`src/rtl/mem_copy_master.sv`:
```
// mem_copy_master
//   Word-copy DMA initiator on the picorv32 native memory bus. A job reads
//   len_words 32-bit words starting at src_addr and writes each one to
//   dst_addr. Every word is one read followed by one write. The bus outputs
//   are registered. The master lowers mem_valid for at least one cycle after
//   every completed transfer. With a zero-wait responder each transfer takes
//   2 cycles, so each word takes 4 cycles.
//
// Parameters
//   LEN_W          width of len_words / words_done
//   TIMEOUT_CYCLES max cycles a request may wait for mem_ready. This is used
//                  only when MEM_COPY_TIMEOUT_EN is defined.
//
// Build option
//   MEM_COPY_TIMEOUT_EN : adds a per-transfer wait counter. When it expires,
//                  the transfer is abandoned, error is set and the job ends.
//                  When undefined, the master waits forever and error is 0.
//
// Ports
//   clk, resetn    clock (posedge), asynchronous active-low reset
//   start          1-cycle job request, sampled only in IDLE
//   src_addr       source byte address (bits [1:0] ignored)
//   dst_addr       destination byte address (bits [1:0] ignored)
//   len_words      word count, 0 = empty job
//   abort          stop after the current bus transfer completes
//   busy           high from job acceptance until the return to IDLE
//   irq_done       1-cycle pulse at job end (normal, abort or timeout)
//   error          sticky timeout flag, cleared by the next accepted start
//   words_done     words fully written in the current/last job
//   mem_*          picorv32 native memory bus (master side)
//   dbg_state      current FSM state (0 IDLE, 1 RD, 2 WR, 3 FIN)
//
// Bus handshake: a transfer completes in a cycle where mem_valid and mem_ready
// are both high. While mem_valid is high and mem_ready is low, the master holds
// mem_valid, mem_addr, mem_wdata and mem_wstrb stable. The responder may hold
// mem_ready low for any number of cycles. mem_rdata is taken only in the
// completing cycle.

module mem_copy_master #(
   parameter int unsigned LEN_W          = 16,
   parameter int unsigned TIMEOUT_CYCLES = 256
) (
   input  logic             clk,
   input  logic             resetn,
   input  logic             start,
   input  logic [31:0]      src_addr,
   input  logic [31:0]      dst_addr,
   input  logic [LEN_W-1:0] len_words,
   input  logic             abort,
   output logic             busy,
   output logic             irq_done,
   output logic             error,
   output logic [LEN_W-1:0] words_done,
   output logic             mem_valid,
   output logic             mem_instr,
   output logic [31:0]      mem_addr,
   output logic [31:0]      mem_wdata,
   output logic [3:0]       mem_wstrb,
   input  logic             mem_ready,
   input  logic [31:0]      mem_rdata,
   output logic [1:0]       dbg_state
);

   typedef enum logic [1:0] {
      ST_IDLE = 2'd0,
      ST_RD   = 2'd1,
      ST_WR   = 2'd2,
      ST_FIN  = 2'd3
   } state_t;

   state_t           state_q, state_d;
   logic [31:0]      src_q, src_d;
   logic [31:0]      dst_q, dst_d;
   logic [31:0]      addr_q, addr_d;
   logic [31:0]      wdata_q, wdata_d;
   logic [3:0]       wstrb_q, wstrb_d;
   logic [LEN_W-1:0] len_q, len_d;
   logic [LEN_W-1:0] words_q, words_d;
   logic             busy_q, busy_d;
   logic             irq_q, irq_d;
   logic             valid_q, valid_d;
   logic             abort_q, abort_d;

   logic             abort_now;
   logic             last_word;
   logic             timeout;

   // An abort may arrive in the completing cycle itself, so the live input
   // counts as well as the latched copy.
   assign abort_now = abort_q | abort;
   // words_done < len holds in WR, so this sum cannot wrap.
   assign last_word = ((words_q + LEN_W'(1)) == len_q);

`ifdef MEM_COPY_TIMEOUT_EN
   localparam int unsigned CNT_W = (TIMEOUT_CYCLES > 1) ? $clog2(TIMEOUT_CYCLES) : 1;
   localparam logic [CNT_W-1:0] CNT_LAST = CNT_W'(TIMEOUT_CYCLES - 1);

   logic [CNT_W-1:0] cnt_q, cnt_d;
   logic             err_q, err_d;

   // cnt_q counts the waiting cycles already spent by the open request.
   // Timing out here gives exactly TIMEOUT_CYCLES cycles of mem_valid.
   assign timeout = valid_q && !mem_ready && (cnt_q == CNT_LAST);

   always_comb begin
      cnt_d = '0;
      err_d = err_q;
      // mem_valid is low between requests, so the counter restarts for each new one.
      if (valid_q && !mem_ready) cnt_d = cnt_q + CNT_W'(1);
      if (state_q == ST_IDLE && start) err_d = 1'b0;
      if (timeout) err_d = 1'b1;
   end

   always_ff @(posedge clk or negedge resetn) begin
      if (!resetn) begin
         cnt_q <= '0;
         err_q <= 1'b0;
      end else begin
         cnt_q <= cnt_d;
         err_q <= err_d;
      end
   end

   assign error = err_q;
`else
   assign timeout = 1'b0;
   assign error   = 1'b0;
`endif

   always_comb begin
      state_d = state_q;
      src_d   = src_q;
      dst_d   = dst_q;
      addr_d  = addr_q;
      wdata_d = wdata_q;
      wstrb_d = wstrb_q;
      len_d   = len_q;
      words_d = words_q;
      busy_d  = busy_q;
      irq_d   = 1'b0;
      valid_d = valid_q;
      abort_d = abort_q;

      if (state_q != ST_IDLE && abort) abort_d = 1'b1;

      unique case (state_q)
         ST_IDLE: begin
            // An abort in the same cycle as start is ignored (see the latch above).
            if (start) begin
               src_d   = {src_addr[31:2], 2'b00};
               dst_d   = {dst_addr[31:2], 2'b00};
               len_d   = len_words;
               words_d = '0;
               busy_d  = 1'b1;
               abort_d = 1'b0;
               state_d = (len_words == '0) ? ST_FIN : ST_RD;
            end
         end
         ST_RD: begin
            if (!valid_q) begin
               valid_d = 1'b1;
               addr_d  = src_q;
               wstrb_d = 4'b0000;
            end else if (mem_ready) begin
               valid_d = 1'b0;
               src_d   = src_q + 32'd4;
               if (abort_now) begin
                  // The read still completes, but its data is dropped.
                  state_d = ST_FIN;
               end else begin
                  wdata_d = mem_rdata;
                  state_d = ST_WR;
               end
            end else if (timeout) begin
               valid_d = 1'b0;
               state_d = ST_FIN;
            end
         end
         ST_WR: begin
            if (!valid_q) begin
               valid_d = 1'b1;
               addr_d  = dst_q;
               wstrb_d = 4'b1111;
            end else if (mem_ready) begin
               valid_d = 1'b0;
               dst_d   = dst_q + 32'd4;
               words_d = words_q + LEN_W'(1);
               state_d = (last_word || abort_now) ? ST_FIN : ST_RD;
            end else if (timeout) begin
               valid_d = 1'b0;
               state_d = ST_FIN;
            end
         end
         ST_FIN: begin
            irq_d   = 1'b1;
            busy_d  = 1'b0;
            state_d = ST_IDLE;
         end
         default: state_d = ST_IDLE;
      endcase
   end

   always_ff @(posedge clk or negedge resetn) begin
      if (!resetn) begin
         state_q <= ST_IDLE;
         src_q   <= '0;
         dst_q   <= '0;
         addr_q  <= '0;
         wdata_q <= '0;
         wstrb_q <= '0;
         len_q   <= '0;
         words_q <= '0;
         busy_q  <= 1'b0;
         irq_q   <= 1'b0;
         valid_q <= 1'b0;
         abort_q <= 1'b0;
      end else begin
         state_q <= state_d;
         src_q   <= src_d;
         dst_q   <= dst_d;
         addr_q  <= addr_d;
         wdata_q <= wdata_d;
         wstrb_q <= wstrb_d;
         len_q   <= len_d;
         words_q <= words_d;
         busy_q  <= busy_d;
         irq_q   <= irq_d;
         valid_q <= valid_d;
         abort_q <= abort_d;
      end
   end

   assign busy       = busy_q;
   assign irq_done   = irq_q;
   assign words_done = words_q;
   assign mem_valid  = valid_q;
   assign mem_instr  = 1'b0;
   assign mem_addr   = addr_q;
   assign mem_wdata  = wdata_q;
   assign mem_wstrb  = wstrb_q;
   assign dbg_state  = state_q;

endmodule

```
`config.mk`:
```
export PLATFORM = sky130hd
export DESIGN_NAME = mem_copy_master
export DESIGN_NICKNAME = d
export VERILOG_FILES = /design/src/rtl/mem_copy_master.sv
export SDC_FILE = /design/constraint.sdc
export NUM_CORES = 1
export LEC_CHECK = 0
export CORE_ASPECT_RATIO = 1.4
export CORE_UTILIZATION = 45
export DETAILED_ROUTE_END_ITERATION = 12
export GPL_TIMING_DRIVEN = 0
export PLACE_DENSITY_LB_ADDON = 0.25
export SLEW_MARGIN = 20
export SYNTH_ARGS = -nofsm -noshare
export SYNTH_HDL_FRONTEND = slang
export SYNTH_SLANG_ARGS = --single-unit
```
`constraint.sdc`:
```
create_clock -name clk -period 2.5 [get_ports clk]
set_input_delay 0.25 -clock clk [delete_from_list [all_inputs] [get_ports clk]]
set_output_delay 0.25 -clock clk [all_outputs]
set_load 0.03 [all_outputs]
```
==> metrics.yaml <==
finish:
  num-fill-cells: 1612
  fin_nets: 1281
  n_antenna_cell: 0
  final_util_pct: 62.6
  syn2layout_area_growth_pct: 35.0
  register_area_mm2: 0.00403
  multi_input_area_mm2: 0.00441
  drive_above_1_share_pct: 12.6
floorplan:
  die_h_um: 167
  fp.dieW_um: 120
  core_mm2: 0.0188
  initial_core_util_pct: 46.4
  io_pins: 208
  fp.dieArea_mm2: 0.0200
  core.rowCount: 59
synthesis:
  synth_commonest_cells: "dfrtp_1 (161), nand2_1 (109), o21ai_0 (99)"
  synth_area_leaders: "dfrtp_1 (46%), mux2_2 (6.2%), o21ai_0 (5.7%)"
  synth.ff_latch_count: 161
  synth_top_flop_cell: "dfrtp_1"
  yosysMostFrequentCell: "dfrtp_1"
  synth_edf_count: 0
  yosysTopAreaCell: "dfrtp_1"
  syn_avg_cell_area_um2: 9.39
  postSynthCellCount: 930
  yosys_warnings: 0
  synth_area_mm2: 0.00874
  synth_top_cell_area_share_pct: 46.1
  async_reset_ff_share_pct: 100
  yosysSeqAreaShare_pct: 46.1
  ys_types: 70
clocking:
  clock-sinks: 161
  clk_pin_slew_worst_paths_ps: 70
  htreeDepth: 4
  numCtsBuffers: 17
  cts-root-buf: "clkbuf_16"
  insertion_delay_ps: 450
  clock_path_buffers: 2
  cts_tree: "done"
worst_hold_path:
  hp-class: "primary input to async pin"
sta:
  fin_crit_sh_pct: 95.3
  fmax_mhz: 420
  hold_violations: 0
  relSlewSlack_pct: 50.2
  finalSetupViolCount: 0
  report.final.slew_viol_count: 0
  skew_ps: 8.79
  min_period_ps: 2380
  hold_ws_ps: 318
  tightest_slew_ps: 747
detailed_routing:
  drt_iter0_markers: 738
  met1_length_um: 10000
  drcViolationCount: 0
  ant_nets: 0
  dr_wl_met3_um: 2030
  routed_wl_um: 26400
  highest_layer: "met4"
  first_pass_iters: 5
  vias_per_cell: 5.77
  post_drt_wl_per_cell_um: 18.7
  dr_wl_met2_um: 13100
  route.vias.total: 8163
grt:
  grt_pass1_vias: 7888
  grt_pass1_wl_um: 41200
  grt_max_degree: 100
  grt_overflow: 0
  grt.total_usage_pct: 26.8
  antenna_found_initial: 0
power_and_ir_drop:
  ir_drop_uv: 575
  powerDensity_mw_per_mm2: 1380
  leakagePower_uw: 0.00482
worst_setup_path:
  cp_cell_sequence: "inv_1 > ha_1 > buf_2 > nor2b_4 > a211oi_1 > clkbuf_1 > o21ai_0 > nand2_1 > o31ai_1"
  cp-start-kind: "flop"
  crit_path_max_fanout: 10
  worst_setup_path_end_kind: "flop"
  crit_arrival_ps: 2700
  critPathKind: "flop to flop"
  required_ps: 2820
  cp_slowest_cell: "clkbuf_1"
  max_stage_delay_ps: 490
placed_design:
  hpwl_um: 19700
  placement.io_buffers: 199
  gp_congestion: 0.922
outcome:
  outcome: "complete, no violations"
flow_run:
  cap_violations: 0
## power breakdown
group | switching (uW) | internal (uW) | total (uW)
registers | 1290 | 3850 | 5140
clock network | 1220 | 1330 | 2550
logic | 5100 | 3530 | 8640
## per-layer routing
layer / GRT usage (%) / vias up
met5: 0 / -
met4: 13.3 / 0
met3: 6.78 / 79
met2: 46.2 / 415
met1: 30.5 / 3804
li1: - / 3865
## sequential cells by signal, summed over array words and instances, names as in the netlist
name	flops
src_q	30
mem_wdata	32
dst_q	30
dbg_state	2
abort_q	1
busy	1
mem_wstrb	1
words_done	16
irq_done	1
len_q	16
mem_valid	1
mem_addr	30
## per-stage QoR
step	power, uW	instances	cell area, um^2	setup TNS [ps]	worst slack (ps)
finish	16300	1414	11800	0	118
global route	17300	1414	11800	-1.88	-1.88
CTS	16200	1410	11700	0	4.78
detailed placement	13600	1377	11100	-23330	-376
global placement	13400	1376	11000	-912510	-5500
floorplan	10400	933	8750	0	172
## layout make-up
cell class	count	area share (%)
tap	244	2.59
clock buffer	18	3.64
buffer	72	2.97
clock inverter	14	1.17
timing repair buffer	205	17.5
sequential	161	34.2
inverter	18	0.573
multi-input combinational	682	37.4
## worst max-delay path, delay by kind of cell, from the launching register on
family	cells	cell delay, ps
AOI/OAI and AO/OA	3	570
adders and majority gates	1	200
buffers and inverters	3	790
DFF	1	430
and+or+nand+nor	2	270
## cell usage in the layout (no fill, tap or decap), types with 5 or more instances in the layout
cell             instances
o21ai_0                 99
a31oi_1                 15
and3_1                  14
o22a_1                   5
o31ai_1                  6
mux2_2                  48
a2bb2oi_1               11
inv_1                   17
o2bb2ai_1                5
ha_1                     6
clkbuf_1                30
nand3_1                 34
inv_8                    7
buf_2                   12
o211ai_1                 7
nand2_1                109
clkbuf_2                13
buf_4                   13
clkdlybuf4s50_1        198
a22oi_1                  5
nand4_1                 20
clkbuf_16               17
a21oi_1                 73
xor2_1                   9
nand2b_1                 5
o22ai_1                 21
nor3_1                  24
nor2_1                  38
buf_1                    5
dfrtp_1                159
xnor2_1                  7
mux2i_1                 36
## kinds of logic (layout without fill, tap and decap cells)
logic type               after synthesis  in the layout  synth area share [%]
buffers and inverters                 90            327                  4.45
flip-flops                           161            161                  46.1
AND/OR/NAND/NOR                      285            285                  16.6
adder cells (fa/ha/maj)                7              7                  1.00
XOR/XNOR                              16             16                  1.60
AO/OA/AOI/OAI                        285            285                  19.7
other                                  1              4                0.0429
multiplexers                          85             85                  10.4
## what timing repair did
action | CTS | global route
hold buffers | 1 | 0
pin swaps | 1 | 2
endpoints found under the setup margin | 114 | 78
buffers inserted | 0 | 4
hold endpoints to repair | 62 | 0
gates resized for setup | 19 | 20
## path summary, 6_finish.rpt
path                                           from                        end  slack [ps]  depth (start not counted)
max                        dbg_state[0]$_DFFE_PN0P_       dst_q[8]$_DFFE_PN0P_         120                          9
max in group asynchronous                    resetn  words_done[9]$_DFFE_PN0P_        1300                          3
min in group clk                       mem_rdata[6]   mem_wdata[6]$_DFFE_PN0P_         410                          2
min                                          resetn  mem_wdata[29]$_DFFE_PN0P_         320                          2
max reg2reg                dbg_state[0]$_DFFE_PN0P_       dst_q[8]$_DFFE_PN0P_         120                          9
min reg2reg                mem_addr[10]$_DFFE_PN0P_   mem_addr[10]$_DFFE_PN0P_         480                          2
Power figures use the tool's default switching activity.
